**config.mk**
```make
export PLATFORM = sky130hd
export DESIGN_NAME = frame_stream_reader
export DESIGN_NICKNAME = d
export VERILOG_FILES = /design/src/rtl/frame_stream_reader.sv
export SDC_FILE = /design/constraint.sdc
export NUM_CORES = 1
export LEC_CHECK = 0
export ABC_CLOCK_PERIOD_IN_PS = 2600
export BUFFER_PORTS_ARGS = -buffer_cell sky130_fd_sc_hd__clkbuf_2
export CORE_MARGIN = 4
export CORE_UTILIZATION = 35
export CTS_BUF_LIST = sky130_fd_sc_hd__clkbuf_4 sky130_fd_sc_hd__clkbuf_8 sky130_fd_sc_hd__clkbuf_16
export DETAILED_ROUTE_END_ITERATION = 8
export PLACE_DENSITY = 0.61
export RECOVER_POWER = 25
export SETUP_SLACK_MARGIN = 0.4
export SKIP_CTS_REPAIR_TIMING = 1
export SLEW_MARGIN = 40
export SYNTH_ARGS = -nofsm -noshare
export SYNTH_HDL_FRONTEND = slang
export SYNTH_SLANG_ARGS = --single-unit
```
**constraint.sdc**
```tcl
create_clock -name HCLK -period 2.6 [get_ports HCLK]
set_input_delay 0.26 -clock HCLK [delete_from_list [all_inputs] [get_ports HCLK]]
set_output_delay 0.26 -clock HCLK [all_outputs]
set_load 0.05 [all_outputs]
```
**src/rtl/frame_stream_reader.sv**
```systemverilog
// -----------------------------------------------------------------------------
// frame_stream_reader
//
// Source end of the dual-pixel RGB888 stream. Reads a stored frame from an
// external synchronous RAM (1-cycle read latency) as pixel pairs and emits one
// beat per clock while HSYNC is high, framed by a VSYNC start-of-frame window
// and HSYNC_DELAY blanking cycles ahead of every row.
//
// Optional build macro:
//   FRAME_READER_ROW_FLIP_EN - RAM holds rows bottom-up (.bmp order); the row
//                              base address walks downwards so the stream
//                              still starts with the top row. Timing is
//                              unchanged.
//
// Ports:
//   HCLK                       clock
//   HRESETn                    synchronous active-low reset
//   start                      frame request, honoured in IDLE/DONE only
//   mem_addr  [ADDR_W-1:0]     pixel-pair address (0 when mem_rd=0)
//   mem_rd                     read strobe; mem_data valid the next cycle
//   mem_data  [47:0]           {R1,G1,B1,R0,G0,B0}
//   VSYNC                      start-of-frame window
//   HSYNC                      beat valid
//   DATA_R0/G0/B0 [7:0]        even-column pixel
//   DATA_R1/G1/B1 [7:0]        odd-column pixel
//   ctrl_done                  frame fully emitted, held until start/reset
// -----------------------------------------------------------------------------
module frame_stream_reader #(
   parameter int WIDTH          = 768,
   parameter int HEIGHT         = 512,
   parameter int START_UP_DELAY = 100,
   parameter int HSYNC_DELAY    = 160,
   parameter int ADDR_W         = 18
) (
   input  logic              HCLK,
   input  logic              HRESETn,
   input  logic              start,
   output logic [ADDR_W-1:0] mem_addr,
   output logic              mem_rd,
   input  logic [47:0]       mem_data,
   output logic              VSYNC,
   output logic              HSYNC,
   output logic [7:0]        DATA_R0,
   output logic [7:0]        DATA_G0,
   output logic [7:0]        DATA_B0,
   output logic [7:0]        DATA_R1,
   output logic [7:0]        DATA_G1,
   output logic [7:0]        DATA_B1,
   output logic              ctrl_done
);

   localparam int HALF    = WIDTH / 2;
   localparam int DLY_MAX = (START_UP_DELAY > HSYNC_DELAY) ? START_UP_DELAY : HSYNC_DELAY;
   localparam int DLY_W   = $clog2(DLY_MAX + 1);
   localparam int COL_W   = $clog2(HALF + 1);
   localparam int ROW_W   = $clog2(HEIGHT + 1);

   localparam logic [DLY_W-1:0]  VS_LAST  = DLY_W'(START_UP_DELAY - 1);
   localparam logic [DLY_W-1:0]  HB_LAST  = DLY_W'(HSYNC_DELAY - 1);
   localparam logic [COL_W-1:0]  COL_LAST = COL_W'(HALF - 1);
   localparam logic [ROW_W-1:0]  ROW_LAST = ROW_W'(HEIGHT - 1);
   localparam logic [ADDR_W-1:0] ROW_STEP = ADDR_W'(HALF);

`ifdef FRAME_READER_ROW_FLIP_EN
   // Top output row lives in the last RAM row; walk the base downwards.
   localparam logic [ADDR_W-1:0] BASE_FIRST = ADDR_W'((HEIGHT - 1) * HALF);
`else
   localparam logic [ADDR_W-1:0] BASE_FIRST = '0;
`endif

   typedef enum logic [2:0] {
      S_IDLE,
      S_VSYNC,
      S_HBLANK,
      S_DATA,
      S_DONE
   } state_t;

   state_t             r_state, w_state_nxt;
   logic [DLY_W-1:0]   r_dly,   w_dly_nxt;
   logic [COL_W-1:0]   r_col,   w_col_nxt;
   logic [ROW_W-1:0]   r_row,   w_row_nxt;
   // Running row*(WIDTH/2) (or its flipped counterpart) avoids a multiplier.
   logic [ADDR_W-1:0]  r_base,  w_base_nxt;

   logic               r_rd;
   logic [ADDR_W-1:0]  r_addr;
   logic               r_vsync;
   logic               r_rd_d1;     // RAM data valid this cycle
   logic               r_hsync;
   logic [47:0]        r_data;
   logic               r_done;

   // ---------------------------------------------------------------------------
   // Next-state / counter logic
   // ---------------------------------------------------------------------------
   always_comb begin
      w_state_nxt = r_state;
      w_dly_nxt   = r_dly;
      w_col_nxt   = r_col;
      w_row_nxt   = r_row;
      w_base_nxt  = r_base;

      case (r_state)
         S_IDLE, S_DONE: begin
            if (start) begin
               w_state_nxt = S_VSYNC;
               w_dly_nxt   = '0;
               w_col_nxt   = '0;
               w_row_nxt   = '0;
               w_base_nxt  = BASE_FIRST;
            end
         end

         S_VSYNC: begin
            if (r_dly == VS_LAST) begin
               w_state_nxt = S_HBLANK;
               w_dly_nxt   = '0;
            end else begin
               w_dly_nxt   = r_dly + 1'b1;
            end
         end

         S_HBLANK: begin
            if (r_dly == HB_LAST) begin
               w_state_nxt = S_DATA;
               w_dly_nxt   = '0;
               w_col_nxt   = '0;
            end else begin
               w_dly_nxt   = r_dly + 1'b1;
            end
         end

         S_DATA: begin
            if (r_col == COL_LAST) begin
               w_col_nxt = '0;
               if (r_row == ROW_LAST) begin
                  w_state_nxt = S_DONE;
               end else begin
                  w_state_nxt = S_HBLANK;
                  w_row_nxt   = r_row + 1'b1;
`ifdef FRAME_READER_ROW_FLIP_EN
                  w_base_nxt  = r_base - ROW_STEP;
`else
                  w_base_nxt  = r_base + ROW_STEP;
`endif
               end
            end else begin
               w_col_nxt = r_col + 1'b1;
            end
         end

         default: begin
            w_state_nxt = S_IDLE;
         end
      endcase
   end

   // ---------------------------------------------------------------------------
   // State, counters and registered outputs
   // ---------------------------------------------------------------------------
   always_ff @(posedge HCLK) begin
      if (!HRESETn) begin
         r_state <= S_IDLE;
         r_dly   <= '0;
         r_col   <= '0;
         r_row   <= '0;
         r_base  <= '0;
         r_rd    <= 1'b0;
         r_addr  <= '0;
         r_vsync <= 1'b0;
         r_rd_d1 <= 1'b0;
         r_hsync <= 1'b0;
         r_data  <= '0;
         r_done  <= 1'b0;
      end else begin
         r_state <= w_state_nxt;
         r_dly   <= w_dly_nxt;
         r_col   <= w_col_nxt;
         r_row   <= w_row_nxt;
         r_base  <= w_base_nxt;

         // Strobes trail the state by one cycle so every output is a flop.
         r_vsync <= (r_state == S_VSYNC);
         r_rd    <= (r_state == S_DATA);
         r_addr  <= (r_state == S_DATA) ? (r_base + ADDR_W'(r_col)) : '0;

         // Read pipeline: strobe -> RAM data valid -> captured beat.
         r_rd_d1 <= r_rd;
         r_hsync <= r_rd_d1;
         if (r_rd_d1)
            r_data <= mem_data;

         // Done only once no reads are in flight, so it rises the cycle
         // after the final HSYNC beat; start in DONE drops it immediately.
         r_done  <= (r_state == S_DONE) && !start && !r_rd && !r_rd_d1;
      end
   end

   assign mem_rd    = r_rd;
   assign mem_addr  = r_addr;
   assign VSYNC     = r_vsync;
   assign HSYNC     = r_hsync;
   assign ctrl_done = r_done;

   assign DATA_B0   = r_data[7:0];
   assign DATA_G0   = r_data[15:8];
   assign DATA_R0   = r_data[23:16];
   assign DATA_B1   = r_data[31:24];
   assign DATA_G1   = r_data[39:32];
   assign DATA_R1   = r_data[47:40];

endmodule

```
==> impl_metrics.ini <==
[grt]
grt_max_degree = 82
grt_pass1_wl_um = 19000
grt.total_usage_pct = 14.3
antenna_found_initial = 0
grt_pass1_vias = 3910
grt.overflow.total = 0

[timing]
layout_min_cycle_time_ps = 2160
finalClockSkew_ps = 7.26
finalCritPeriodShare_pct = 82.9
drv_slew = 0
setup_viol = 0
tns_ps = 0
hold_violations = 0
whs_ps = 160
rsz0062_at_grt = yes
slew_headroom_pct = 9.63
max_slew.worst_pin.slew_ps = 1360
fmax_mhz = 464

[job]
maxCapViolCount = 0

[synth]
syn_nets = 573
synth_edf_count = 0
synth_area_leaders = dfxtp_1, mux2i_1, nor2b_1, nor2_1, a21oi_1
yosysTopAreaCell = dfxtp_1
synth_area_um2 = 4880
ys_types = 65
async_flop_share_pct = 0
synthFlopType = dfxtp_1
synth_seq_cells = 112
synth_warnings = 0
syn_area_per_cell_um2 = 9.48
syn-instance-count = 515
yosysSeqAreaShare_pct = 45.9
synth_top_area_share_pct = 45.9

[cells_and_area]
seqCellArea_um2 = 2240
n_antenna_cell = 0
areaGrowthSynthToFinish_pct = 22.2
layout_commonest_cell = dfxtp_1
final_core_util_pct = 44.4
final_cell_mix = dfxtp_1, clkbuf_2, nor2b_1, mux2i_1, nor2_1
nets = 688
finalNonFillerCells = 809
multi_input_area_um2 = 2510
drive_gt1_share_pct = 22.4
nFillCells = 1365

[pwr]
power_frac_seq_pct = 45.0
switching_share_pct = 30.1
switching_power_w = 0.00123
p_int_w = 0.00286
ir_drop_v = 0.000328
clock_power_share_pct = 33.1
p_comb_share_pct = 21.9
cellLeakagePower_nw = 2.22
powerDensity_nw_per_um2 = 684

[drt]
drtAntennaViolNets = 0
drt_iter0_drc = 342
finalWirelength_um = 11800
drc = 0
wire_per_inst_um = 14.6
via_count = 4090
post_drt_via_cell_ratio = 5.06
drt-pass1-iter-count = 4

[critical_path]
rr_startpoint = r_row[1]$_SDFFE_PN0P_
r2r_end = r_row[9]$_SDFFE_PN0P_
worst-setup-path-type = register to register
arrival_ps = 2400
r2r.worst_path.cells = 6
setup.worst_path.start = r_row[1]$_SDFFE_PN0P_
crit_required_ps = 2840
worstSetupStartpointType = register
worst-r2r-setup-slack_ps = 440
cp_max_fo = 5
cp-end-kind = register
endpoint = r_row[9]$_SDFFE_PN0P_

[placement]
place_inst = 790
gp_congestion = 0.842
io_buffers = 120
hpwl_um = 8310

[status]
status = complete, no violations

[min_path]
hold_path_class = input port to register

[clocking]
clk_latency_ps = 350
clkTransAtPathRegs_ps = 70
cts_tree = built
cts_buffers = 9
cts_buffer_depth = 2
htreeDepth = 3
cts.sinks = 112
cts_root_buffer = clkbuf_16

[floorplanning]
fp.dieW_um = 126
initial_core_util_pct = 36.3
chipHeight_um = 126
core.rowCount = 42
io_pins = 121
die_area_um2 = 15900
core_um2 = 13500
## cells in the mapped netlist (3+ instances only)
library cell	n
o221a_2	4
buf_1	5
a31oi_1	11
a21o_1	3
nor4_1	3
nor2_1	33
nand2_1	30
dfxtp_1	112
inv_1	12
clkbuf_1	17
or3_1	7
mux2i_1	50
nand4_1	6
and3_1	9
a21oi_1	24
and2_1	5
xor2_1	9
nor3b_1	3
nor3_1	9
ha_1	7
buf_2	6
o21a_1	4
xnor2_1	12
nor2b_1	55
o21ai_0	17
a21boi_1	3
nand3_1	15
## flip-flops by register name, summed over array words and instances (netlist names)
name and cells:
r_col 9, r_base 11, r_state 3, mem_addr 18, r_row 10, ctrl_done 1
r_rd_d1 1, HSYNC 1, r_data 48, VSYNC 1, r_dly 8, mem_rd 1
## worst min-delay path by stage
stage	start	endpoint	slack [ps]	cells after the start
finish	start	ctrl_done$_SDFF_PN0_	160	2
global route	start	ctrl_done$_SDFF_PN0_	140	2
CTS	start	ctrl_done$_SDFF_PN0_	140	2
detailed placement	r_base[17]$_SDFFE_PN0P_	r_base[17]$_SDFFE_PN0P_	480	1
global placement	r_base[17]$_SDFFE_PN0P_	r_base[17]$_SDFFE_PN0P_	460	1
floorplan	start	ctrl_done$_SDFF_PN0_	340	1
## per-stage QoR
stage,cell area [um2],power (W),worst slack (ps)
final,5970,0.00408,444
after global routing,5970,0.00429,345
after CTS,5950,0.00403,434
after detailed placement,5670,0.00266,459
after global placement,5660,0.00264,225
after floorplan,4880,0.00243,822
## layout make-up
class,count,area share (%)
Clock buffer,10,3.90
Clock inverter,4,0.796
Inverter,12,0.755
Multi-Input combinational cell,362,42.0
Sequential cell,112,37.6
Tap cell,176,3.69
Timing Repair Buffer,133,11.2
## kinds of logic (layout without fill, tap and decap cells)
kind of cell	Yosys count	in the layout	share of synthesized area (%)
AO/OA/AOI/OAI	91	92	13.0
multiplexers	50	50	10.2
other	1	1	0.0768
flip-flops	112	112	45.9
adder cells (fa/ha/maj)	7	7	1.79
XOR/XNOR	21	21	3.77
buffers and inverters	42	159	3.54
AND/OR/NAND/NOR	191	191	21.7
## worst max-delay path, stage by stage, from the launching register on
cell and delay, ps:
dfxtp_1 420, ha_1 240, nand3_1 180, nor4_2 660
a2111oi_2 230, a32oi_1 250, nand2_1 60
## power by group through the flow
stage,clock (W),sequential [W],combinational [W]
after detailed placement,0,0.00187,0.000791
after global routing,0.00147,0.00184,0.000975
after floorplan,0,0.00190,0.000530
after CTS,0.00140,0.00183,0.000794
after global placement,0,0.00187,0.000775
final,0.00135,0.00184,0.000894
## layer usage
| metal | part of all wire [%] | track usage [%] | up-vias |
|---|---|---|---|
| li1 | - | - | 2030 |
| met2 | 51 | 25.1 | 85 |
| met4 | 1.9 | 5.93 | 0 |
| met5 | 0 | 0 | - |
| met1 | 43 | 17.2 | 1958 |
| met3 | 4.1 | 2.58 | 17 |
(Power assumes the default switching activity.)
